===== src/rtl/fpu_wb_queue.sv =====
// Writeback queue for the FPU: buffers fixed-latency result beats (PRF or FCR bound)
// and hands them to writeback over valid/ready, issuing start credits so no beat is lost.
module fpu_wb_queue #(
    parameter int LG_PRF_WIDTH = 4,
    parameter int LG_ROB_WIDTH = 4,
    parameter int LG_FCR_WIDTH = 4,
    parameter int FPU_LAT      = 2,
    parameter int LG_DEPTH     = 2
) (
    input  logic                    clk,
    input  logic                    reset,
    input  logic                    issue_start,
    output logic                    issue_ok,
    input  logic                    fpu_val,
    input  logic                    fpu_cmp_val,
    input  logic [63:0]             fpu_y,
    input  logic [LG_ROB_WIDTH-1:0] fpu_rob_ptr,
    input  logic [LG_PRF_WIDTH-1:0] fpu_dst_ptr,
    input  logic [LG_FCR_WIDTH-1:0] fpu_fcr_ptr,
    output logic                    wb_valid,
    input  logic                    wb_ready,
    output logic                    wb_is_fcr,
    output logic [63:0]             wb_data,
    output logic [LG_ROB_WIDTH-1:0] wb_rob_ptr,
    output logic [LG_PRF_WIDTH-1:0] wb_dst_ptr,
    output logic [LG_FCR_WIDTH-1:0] wb_fcr_ptr,
    output logic [LG_DEPTH:0]       occupancy,
    output logic                    err
);

    localparam int DEPTH = 1 << LG_DEPTH;
    localparam int CW    = LG_DEPTH + 1;
    localparam int EW    = 1 + 64 + LG_ROB_WIDTH + LG_PRF_WIDTH + LG_FCR_WIDTH;
    localparam logic [CW-1:0] DEPTH_C    = CW'(DEPTH);
    localparam logic [CW:0]   DEPTH_SUM  = (CW + 1)'(DEPTH);
    localparam logic [CW-1:0] CNT_MAX    = {CW{1'b1}};
    localparam logic [CW-1:0] CNT_ONE    = CW'(1);
    localparam logic [LG_DEPTH-1:0] PTR_ONE = LG_DEPTH'(1);

    logic [EW-1:0]       mem_r [DEPTH];
    logic [LG_DEPTH-1:0] wr_ptr_r;
    logic [LG_DEPTH-1:0] rd_ptr_r;
    logic [CW-1:0]       count_r;
    logic [CW-1:0]       inflight_r;
    logic                err_r;

    logic                push_req_s;
    logic                push_acc_s;
    logic                pop_s;
    logic                full_s;
    logic                inflight_dec_s;
    logic                credit_ok_s;
    logic                err_set_s;
    logic [CW:0]         credit_sum_s;
    logic [CW-1:0]       count_n_s;
    logic [CW-1:0]       inflight_n_s;
    logic [EW-1:0]       wr_entry_s;

    // Handshake decode, credit check, protocol-error detection and next counters.
    always_comb begin
        push_req_s     = fpu_val | fpu_cmp_val;
        full_s         = (count_r == DEPTH_C);
        pop_s          = (count_r != {CW{1'b0}}) & wb_ready;
        push_acc_s     = push_req_s & (~full_s | pop_s);
        inflight_dec_s = push_req_s & (inflight_r != {CW{1'b0}});
        credit_sum_s   = {1'b0, count_r} + {1'b0, inflight_r};
        credit_ok_s    = (credit_sum_s < DEPTH_SUM);
        wr_entry_s     = {fpu_cmp_val, fpu_y, fpu_rob_ptr, fpu_dst_ptr, fpu_fcr_ptr};
        err_set_s      = (push_req_s & full_s & ~pop_s)
                       | (fpu_val & fpu_cmp_val)
                       | (push_req_s & (inflight_r == {CW{1'b0}}))
                       | (issue_start & ~credit_ok_s);

        if (push_acc_s && !pop_s) begin
            count_n_s = count_r + CNT_ONE;
        end else if (!push_acc_s && pop_s) begin
            count_n_s = count_r - CNT_ONE;
        end else begin
            count_n_s = count_r;
        end

        // Saturate at both ends so a misbehaving scheduler cannot wrap the credit count.
        if (issue_start && !inflight_dec_s) begin
            inflight_n_s = (inflight_r == CNT_MAX) ? inflight_r : inflight_r + CNT_ONE;
        end else if (!issue_start && inflight_dec_s) begin
            inflight_n_s = inflight_r - CNT_ONE;
        end else begin
            inflight_n_s = inflight_r;
        end
    end

    // Control state: pointers, counters and the sticky error flag.
    always_ff @(posedge clk or negedge reset) begin
        if (!reset) begin
            wr_ptr_r   <= {LG_DEPTH{1'b0}};
            rd_ptr_r   <= {LG_DEPTH{1'b0}};
            count_r    <= {CW{1'b0}};
            inflight_r <= {CW{1'b0}};
            err_r      <= 1'b0;
        end else begin
            if (push_acc_s) begin
                wr_ptr_r <= wr_ptr_r + PTR_ONE;
            end
            if (pop_s) begin
                rd_ptr_r <= rd_ptr_r + PTR_ONE;
            end
            count_r    <= count_n_s;
            inflight_r <= inflight_n_s;
            err_r      <= err_r | err_set_s;
        end
    end

    // Entry storage; cleared on reset so the head reads as zero afterwards.
    always_ff @(posedge clk or negedge reset) begin
        if (!reset) begin
            for (int i = 0; i < DEPTH; i++) begin
                mem_r[i] <= {EW{1'b0}};
            end
        end else if (push_acc_s) begin
            mem_r[wr_ptr_r] <= wr_entry_s;
        end
    end

    // Outputs come straight from flops; only issue_ok is also gated by reset.
    assign {wb_is_fcr, wb_data, wb_rob_ptr, wb_dst_ptr, wb_fcr_ptr} = mem_r[rd_ptr_r];
    assign wb_valid  = (count_r != {CW{1'b0}});
    assign occupancy = count_r;
    assign err       = err_r;
    assign issue_ok  = reset & credit_ok_s;

endmodule


===== config.mk =====
export PLATFORM = sky130hd
export DESIGN_NAME = fpu_wb_queue
export DESIGN_NICKNAME = d
export VERILOG_FILES = /design/src/rtl/fpu_wb_queue.sv
export SDC_FILE = /design/constraint.sdc
export NUM_CORES = 1
export LEC_CHECK = 0
export ABC_AREA = 1
export CAP_MARGIN = 20
export CORE_ASPECT_RATIO = 1.4
export CORE_MARGIN = 2
export CORE_UTILIZATION = 31
export DETAILED_ROUTE_END_ITERATION = 6
export PLACE_DENSITY_LB_ADDON = 0.1
export SYNTH_ARGS = -nofsm -noshare
export SYNTH_HDL_FRONTEND = slang
export SYNTH_SLANG_ARGS = --single-unit

===== constraint.sdc =====
create_clock -name clk -period 4.2 [get_ports clk]
set_input_delay 1.05 -clock clk [delete_from_list [all_inputs] [get_ports clk]]
set_output_delay 1.05 -clock clk [all_outputs]
set_load 0.005 [all_outputs]

## Word level (Yosys, flattened, before mapping)

Cells that the tools add are included.
W data, S select, Z words.

| storage, ports and cells | value |
|---|---|
| bits in registers | 319 |
| input port bits | 82 |

| operators by class | value |
|---|---|
| $add $sub $neg | 7 |
| $lt $le $gt $ge | 4 |
| equal/unequal tests | 3 |
| multiplexer cells | 11 |
| bitwise operators | 20 |
| reduce and logical (&&, ||, !) cells | 15 |

Operators with widths:

| cell | number |
|---|---|
| $bwmux W308 | 1 |
| $mux W77 | 3 |
| $bmux W77 S2 | 1 |
| $demux W77 S2 | 1 |
| $mux W3 | 5 |
| $and A1 B1 Y1 | 9 |
| $add A3 B1 Y3 const B | 2 |
| $eq A3 B3 Y1 const B | 2 |
| $ge A3 B3 Y1 const B | 2 |
| $not A2 Y3 | 2 |
| $or A1 B1 Y1 | 6 |
| $reduce_bool A3 Y1 | 2 |
| $sub A3 B1 Y3 const B | 2 |
| $logic_and A1 B1 Y1 | 5 |
| $add A2 B1 Y2 const B | 2 |
| $add A3 B3 Y4 | 1 |
| $logic_not A1 Y1 | 4 |
| $lt A4 B3 Y1 const B | 1 |
| $reduce_bool A2 Y1 | 2 |
| $logic_not A3 Y1 | 1 |
| $lt A3 B1 Y1 const B | 1 |
| $not A1 Y1 | 3 |
| $ne A2 B2 Y1 const B | 1 |
| $reduce_and A2 Y1 | 1 |

## Logic depth before layout (Yosys ltp)

Gate-level depths: netlist of the first run.

| depth | value |
|---|---|
| word-level depth | 8 |
| mapped depth | 12 |
| gate-level depth less buffers | 11 |

## Least setup slack after synthesis of the first run

Ideal clock, no wire load.

| timing | value |
|---|---|
| path kind | input to register |
| from | input fpu_cmp_val |
| to | register count_r[1], in the netlist occupancy[1] |
| library setup time | 0.125 ns |
| arrival | 2.692 ns |
| required time | 4.075 ns |
| setup slack | 1.383 ns |
| stages on the path | 9 |
| path through | or2_1 -> buf_4 -> nand2_8 -> buf_2 -> inv_1 -> ha_1 -> inv_1 -> fa_1 -> mux2_2 |

RTL lines:

| item | RTL line | RTL |
|---|---|---|
| start, declared | 15 | `input logic fpu_cmp_val,` |
| $or A1 B1 Y1 | 61 | `push_req_s = fpu_val \| fpu_cmp_val;` |
| $and A1 B1 Y1 | 64 | `push_acc_s = push_req_s & (~full_s \| pop_s);` |
| named net push_acc_s | 48 | `logic push_acc_s;` |
| $logic_and A1 B1 Y1 | 74 | `if (push_acc_s && !pop_s) begin` |
| $mux W3 | 74 |  |
| named net count_n_s[1] | 55 | `logic [CW-1:0] count_n_s;` |
| end signal, assigned | 97 | `count_r <= {CW{1'b0}};` |
| end signal, assigned | 107 | `count_r <= count_n_s;` |
| end, declared | 43 | `logic [CW-1:0] count_r;` |

The timed path passes the listed nets, and every way through them passes these cells.
A chain may end at the register's enable or synchronous reset.

## Worst setup path in the final report of the first run

| timing | value |
|---|---|
| from | register rd_ptr_r[0] |
| to | output wb_data[28] |

| between the ends | value |
|---|---|
| longest elaborated chain between the ends | 4 |

Ends and longest elaborated chain:

| item | RTL line | RTL |
|---|---|---|
| start, declared | 42 | `logic [LG_DEPTH-1:0] rd_ptr_r;` |
| start signal, assigned | 96 | `rd_ptr_r <= {LG_DEPTH{1'b0}};` |
| start signal, assigned | 105 | `rd_ptr_r <= rd_ptr_r + PTR_ONE;` |
| $not A2 Y3 (implied by the code) | 125 | `assign {wb_is_fcr, wb_data, wb_rob_ptr, wb_dst_ptr, wb_fcr_ptr} = mem_r[rd_ptr_r];` |
| $bmux W77 S2 | 125 |  |
| $mux W77 (implied by the code) (2 in series) | 125 |  |
| end, declared | 23 | `output logic [63:0] wb_data,` |

No other way between the ends. The select of a mux whose other input is x is not followed.

==> flow_summary.json, run 1 <==
{
  "cp.arrival_ns": 2.86,
  "grt_pass1_wl_microns": 78700,
  "crit_start": "rd_ptr_r[0]$_DFFE_PN0P_",
  "ant_nets": 0,
  "yosysMostFrequentCell": "nand2_1",
  "fp.dieArea_sq_um": 50000,
  "numCtsBuffers": 37,
  "core_area_sq_um": 47800,
  "fin_util_pct": 38.2,
  "syn_area_per_cell_sq_um": 8.07,
  "worst_pin_slew_ns": 0.946,
  "netlist_top_cells_area": "dfrtp_1 (53%), nand2_1 (16%), o21ai_0 (11%), o21ai_1 (4.4%), nor2_1 (4.0%)",
  "grt_setup_unrepaired": "false",
  "postSynthCellCount": 1853,
  "clock_latency_ns": 0.53,
  "dp_hpwl_microns": 28000,
  "crit_type": "flip-flop to primary output",
  "required_ns": 3.15,
  "netlist_area_sq_um": 14900,
  "critPathLaunchType": "flip-flop",
  "slew_headroom_pct": 36.9,
  "clkSinkCount": 319,
  "worstSetupEndpoint": "wb_data[28]",
  "synth_cell_types": 25,
  "rows": 95,
  "via_count": 13100,
  "dr.first_iter.drc_count": 846,
  "hold_violations": 0,
  "p_per_area_nw_per_um2": 895,
  "leakagePower_nw": 8.38,
  "synth_top_area_share_pct": 53.4,
  "drcViolationCount": 0,
  "chipWidth_microns": 190,
  "rr_worst_depth": 6,
  "max_freq_mhz": 256,
  "cts_tree": "done",
  "slew_viol_final": 0,
  "cts_buffer_depth": 3,
  "ctsHoldBuffers": 0,
  "finalWirelength_microns": 49900,
  "port_buffers": 164,
  "num-nets-final": 2035,
  "synth_commonest_cells": "nand2_1 (632), o21ai_0 (333), dfrtp_1 (319), nor2_1 (160), o21ai_1 (132)",
  "grt_util_all_layers_pct": 20.0,
  "finalCritPeriodShare_pct": 93.1,
  "status": "completed",
  "routed_via_density": 5.02,
  "worst_setup_path_end_kind": "primary output",
  "finClkSkew_ns": 0.00674,
  "r2r_slack_ns": 1.83,
  "grt_start_max_net_pins": 149,
  "ys.flop_type": "dfrtp_1",
  "clockRootBuffer": "clkbuf_16",
  "dp.cells": 2535,
  "path_clk_slew_ns": 0.06,
  "swShare_pct": 40.9,
  "synthToLayoutAreaGrowth_pct": 22.1,
  "diodes": 0,
  "grt-ovfl-total": 0,
  "synth_top_area_cell": "dfrtp_1",
  "die_height_microns": 264,
  "place.gp.congestion": 0.729,
  "first_pass_iters": 5,
  "reg2reg_from": "wr_ptr_r[0]$_DFFE_PN0P_",
  "initial_core_util_pct": 31.3,
  "min_path_type": "flip-flop to flip-flop",
  "tns_ns": 0,
  "cts_setup_buffers": 0,
  "combPwrFrac_pct": 46.8,
  "period_minus_slack_ns": 3.91,
  "wl_per_cell_microns": 19.2,
  "drv_cap": 0,
  "clkPwrFrac_pct": 20.1,
  "setup-violations-final": 0,
  "synth_fp_nets": 1944,
  "grt_pass1_vias": 13300,
  "ys_seq_elements": 319,
  "p_seq_share_pct": 33.1,
  "worstReg2RegEnd": "mem_r[138]$_DFFE_PN0P_",
  "ys_seq_area_share_pct": 53.4,
  "synth_warnings": 0,
  "power_switching_w": 0.00667,
  "vdd_drop_max_mv": 0.407,
  "antenna_found_initial": 0,
  "power.internal_w": 0.00966,
  "synthArstFlopShare_pct": 100,
  "drive_gt1_share_pct": 5.78,
  "fill_cells": 5050,
  "stdcell_count": 2603,
  "io_pins": 165,
  "cts_resized": 0,
  "synth_edf_count": 0,
  "crit_fanout": 57,
  "cts.htree.levels": 2
}
[per-stage QoR]
step	cell area, sq um	hold slack (ns)	total power (W)	setup slack, ns
final	18300	0.472	0.0163	0.290
after global routing	18300	0.494	0.0177	0.150
after CTS	18300	0.476	0.0166	0.248
after detailed placement	17000	0.463	0.0132	0.630
after global placement	17000	0.456	0.0131	0.652
after floorplan	14900	0.441	0.00957	1.38
[power by group through the flow]
stage | registers, W | logic (W) | clock network, W
3_5_place_dp | 0.00546 | 0.00777 | 0
6_report | 0.00540 | 0.00764 | 0.00329
3_3_place_gp | 0.00541 | 0.00770 | 0
5_1_grt | 0.00560 | 0.00861 | 0.00352
4_1_cts | 0.00541 | 0.00780 | 0.00339
2_1_floorplan | 0.00512 | 0.00445 | 0
[cell families (layout without fill, tap and decap cells)]
| group | after synthesis | after routing | share of synthesized area (%) |
|---|---|---|---|
| xor gates and xnor gates | 5 | 5 | 0.293 |
| and+or+nand+nor | 808 | 808 | 20.7 |
| adders and majority gates | 9 | 9 | 0.854 |
| AOI/OAI and AO/OA | 545 | 545 | 18.9 |
| buffers and inverters | 166 | 286 | 5.77 |
| DFF | 319 | 319 | 53.4 |
| muxes | 1 | 1 | 0.0753 |
[routing by layer]
layer | track usage (%) | up-vias | routed length (microns)
met5 | 0 | - | 0
met4 | 4.42 | 0 | 818
met3 | 2.83 | 51 | 2190
met2 | 33.9 | 291 | 24700
met1 | 27.1 | 6435 | 22200
li1 | - | 6294 | -
[cell type report]
| cell class | instances | area [sq um] | area share (%) |
|---|---|---|---|
| timing repair buffer | 201 | 2060 | 11.3 |
| tap | 630 | 788 | 4.32 |
| clock inverter | 8 | 43.8 | 0.240 |
| sequential | 319 | 7990 | 43.8 |
| clock buffer | 60 | 1200 | 6.60 |
| multi-input combinational | 1368 | 6100 | 33.4 |
| inverter | 17 | 66.3 | 0.363 |
[sequential cells by signal (all words and copies together), names as in the netlist]
name and flops:
inflight_r 3, err 1, mem_r 308, wr_ptr_r 2, rd_ptr_r 2, occupancy 3
[how the worst min path moves through the flow]
stage / from / to / cells after the start
2_1_floorplan: mem_r[167]$_DFFE_PN0P_ / mem_r[167]$_DFFE_PN0P_ / 2
4_1_cts: mem_r[160]$_DFFE_PN0P_ / mem_r[160]$_DFFE_PN0P_ / 2
3_5_place_dp: mem_r[160]$_DFFE_PN0P_ / mem_r[160]$_DFFE_PN0P_ / 2
3_3_place_gp: mem_r[104]$_DFFE_PN0P_ / mem_r[104]$_DFFE_PN0P_ / 2
5_1_grt: mem_r[78]$_DFFE_PN0P_ / mem_r[78]$_DFFE_PN0P_ / 2
6_report: mem_r[160]$_DFFE_PN0P_ / mem_r[160]$_DFFE_PN0P_ / 2
[cells in the final DEF, fill, tap and decap left out, types with 2 or more instances in the layout]
cell,instances
a21oi_1,3
buf_12,11
buf_4,26
clkbuf_1,6
clkbuf_16,39
clkbuf_8,15
clkdlybuf4s50_1,163
clkinv_2,7
dfrtp_1,317
fa_1,2
ha_1,7
inv_1,11
inv_2,5
nand2_1,632
nand3_1,7
nand4_1,2
nor2_1,160
nor2_4,4
o21ai_0,333
o21ai_1,132
o22ai_1,77
xor2_1,4
[critical path: stages (launching register included)]
cell and delay (ns):
dfrtp_4 0.84, buf_12 0.37, o21ai_0 0.14, o22ai_1 0.36, clkdlybuf4s50_1 0.58
No activity file was read; power rests on OpenSTA's default activity.
==> run 2, diff against run 1 <==
PLACE_DENSITY_LB_ADDON = 0.2   (was 0.1)
SKIP_CTS_REPAIR_TIMING = 1   (was default)
SLEW_MARGIN = 0   (was default)
==> run 2 against run 1 <==
  * Die area did not move
  * Clock-buffer cell count shrank 3
  * Via count rose by 0.52%
  * Sequential cell count unchanged
  * Setup slack better by 0.17 ns
  * Critical path depth stayed put
  * Register-to-register slack is essentially flat
  * Sequential share of layout area rose by 0.096 points
  * Sequential power fell by 2%
  * Largest cell class unchanged
==> flow_summary.json, run 2 (synthesized netlist as in run 1, its figures left out) <==
{
  "status": "completed",
  "fp.dieArea_sq_um": 50000,
  "place.gp.congestion": 0.750,
  "worstReg2RegEnd": "mem_r[198]$_DFFE_PN0P_",
  "drv_cap": 0,
  "slew_viol_final": 0,
  "finalWirelength_microns": 49200,
  "layout_commonest_cell": "nand2_1",
  "diodes": 0,
  "routed_via_density": 5.07,
  "grt_pass1_wl_microns": 77700,
  "port_buffers": 164,
  "clkSinkCount": 319,
  "largest_reg_flops": 308,
  "first_pass_iters": 5,
  "chipWidth_microns": 190,
  "rows": 95,
  "numCtsBuffers": 36,
  "setup_ws_ns": 0.464,
  "multiInputGateArea_sq_um": 6100,
  "clockRootBuffer": "clkbuf_16",
  "hold_violations": 0,
  "rr_worst_depth": 6,
  "io_pins": 165,
  "die_height_microns": 264,
  "final_cell_mix": "nand2_1 (632), o21ai_0 (333), dfrtp_1 (317)",
  "wl_per_cell_microns": 19.0,
  "required_ns": 3.15,
  "critPathLaunchType": "flip-flop",
  "worst-path-buf-inv": 2,
  "slew_headroom_pct": 36.7,
  "grt_util_all_layers_pct": 19.8,
  "hold_ws_ns": 0.381,
  "reg2reg_from": "wr_ptr_r[1]$_DFFE_PN0P_",
  "num-nets-final": 2026,
  "vdd_drop_max_mv": 0.412,
  "tns_ns": 0,
  "period_minus_slack_ns": 3.74,
  "ant_nets": 0,
  "grt_pass1_vias": 13300,
  "finalCritPeriodShare_pct": 89.0,
  "path_clk_slew_ns": 0.06,
  "dp_hpwl_microns": 26600,
  "cp.arrival_ns": 2.69,
  "worst_pin_slew_ns": 0.948,
  "cts_tree": "done",
  "min_path_type": "primary input to asynchronous set/reset pin",
  "finClkSkew_ns": 0.0103,
  "finalPower_w": 0.0164,
  "dp.cells": 2526,
  "grt-ovfl-total": 0,
  "path_depth": 4,
  "critical_path.cell_chain": "buf_4 > o21ai_0 > o22ai_1 > clkdlybuf4s50_1",
  "leakagePower_nw": 8.33,
  "max_freq_mhz": 268,
  "crit_fanout": 67,
  "slowest_delay_ns": 0.60,
  "synthToLayoutAreaGrowth_pct": 21.9,
  "cpLargestDelayFamily": "buffers and inverters",
  "cts_buffer_depth": 3,
  "worst_setup_path_end_kind": "primary output",
  "stdcell_count": 2590,
  "r2r_slack_ns": 1.82,
  "via_count": 13100,
  "worst_path_max_delay_cell": "buf_4",
  "p_per_area_nw_per_um2": 902,
  "core_area_sq_um": 47800,
  "dr.first_iter.drc_count": 904,
  "initial_core_util_pct": 31.3,
  "crit_start": "rd_ptr_r[0]$_DFFE_PN0P_",
  "drcViolationCount": 0,
  "crit_type": "flip-flop to primary output",
  "antenna_found_initial": 2,
  "regArea_sq_um": 7990,
  "place_ws_ns": 0.806,
  "grt_start_max_net_pins": 153,
  "clock_latency_ns": 0.53,
  "grt_setup_unrepaired": "false",
  "fill_cells": 4950,
  "drive_gt1_share_pct": 4.95,
  "cts.htree.levels": 2,
  "regMostFlops": "mem_r",
  "setup-violations-final": 0
}
## run 2: cell types whose count changed in the layout (fill, tap and decap cells not counted), sizes merged
| cell | before | now |
|---|---|---|
| buf | 38 | 30 |
| clkinv | 7 | 1 |
| bufinv | 0 | 5 |
| clkbuf | 60 | 57 |
| inv | 18 | 17 |
## run 2: how the worst max path moves through the flow
stage | end | slack [ns]
CTS | wb_dst_ptr[3] | 0.41
global placement | occupancy[2]$_DFFE_PN0P_ | 0.77
floorplan | occupancy[1]$_DFFE_PN0P_ | 1.38
global route | wb_data[9] | 0.34
detailed placement | mem_r[131]$_DFFE_PN0P_ | 0.81
finish | wb_fcr_ptr[2] | 0.46
## run 2: routing by layer
layer | track usage [%] | wire length (microns) | vias to the layer above | part of all wire (%)
met5 | 0 | 23 | - | 0.047
met4 | 7.44 | 1710 | 4 | 3.5
met3 | 2.59 | 2000 | 83 | 4.1
met2 | 34.7 | 24700 | 296 | 50
met1 | 24.7 | 20800 | 6485 | 42
li1 | - | - | 6271 | -
## run 2: cell type report
type | instances | area share [%]
Clock buffer | 57 | 6.04
Clock inverter | 6 | 0.852
Inverter | 17 | 0.364
Multi-Input combinational cell | 1368 | 33.5
Sequential cell | 319 | 43.8
Tap cell | 630 | 4.33
Timing Repair Buffer | 193 | 11.1
## run 2: report_power, final
group / switching [W] / total [W] / internal (W)
clock network: 0.00129 / 0.00339 / 0.00210
logic: 0.00469 / 0.00777 / 0.00308
registers: 0.000685 / 0.00527 / 0.00458
## run 2: per-stage QoR
stage | instance area [sq um] | utilization [%]
2_1_floorplan | 14900 | -
3_3_place_gp | 16900 | 35.5
3_5_place_dp | 16900 | 35.5
4_1_cts | 18200 | 38.1
5_1_grt | 18200 | 38.1
6_report | 18200 | 38.1
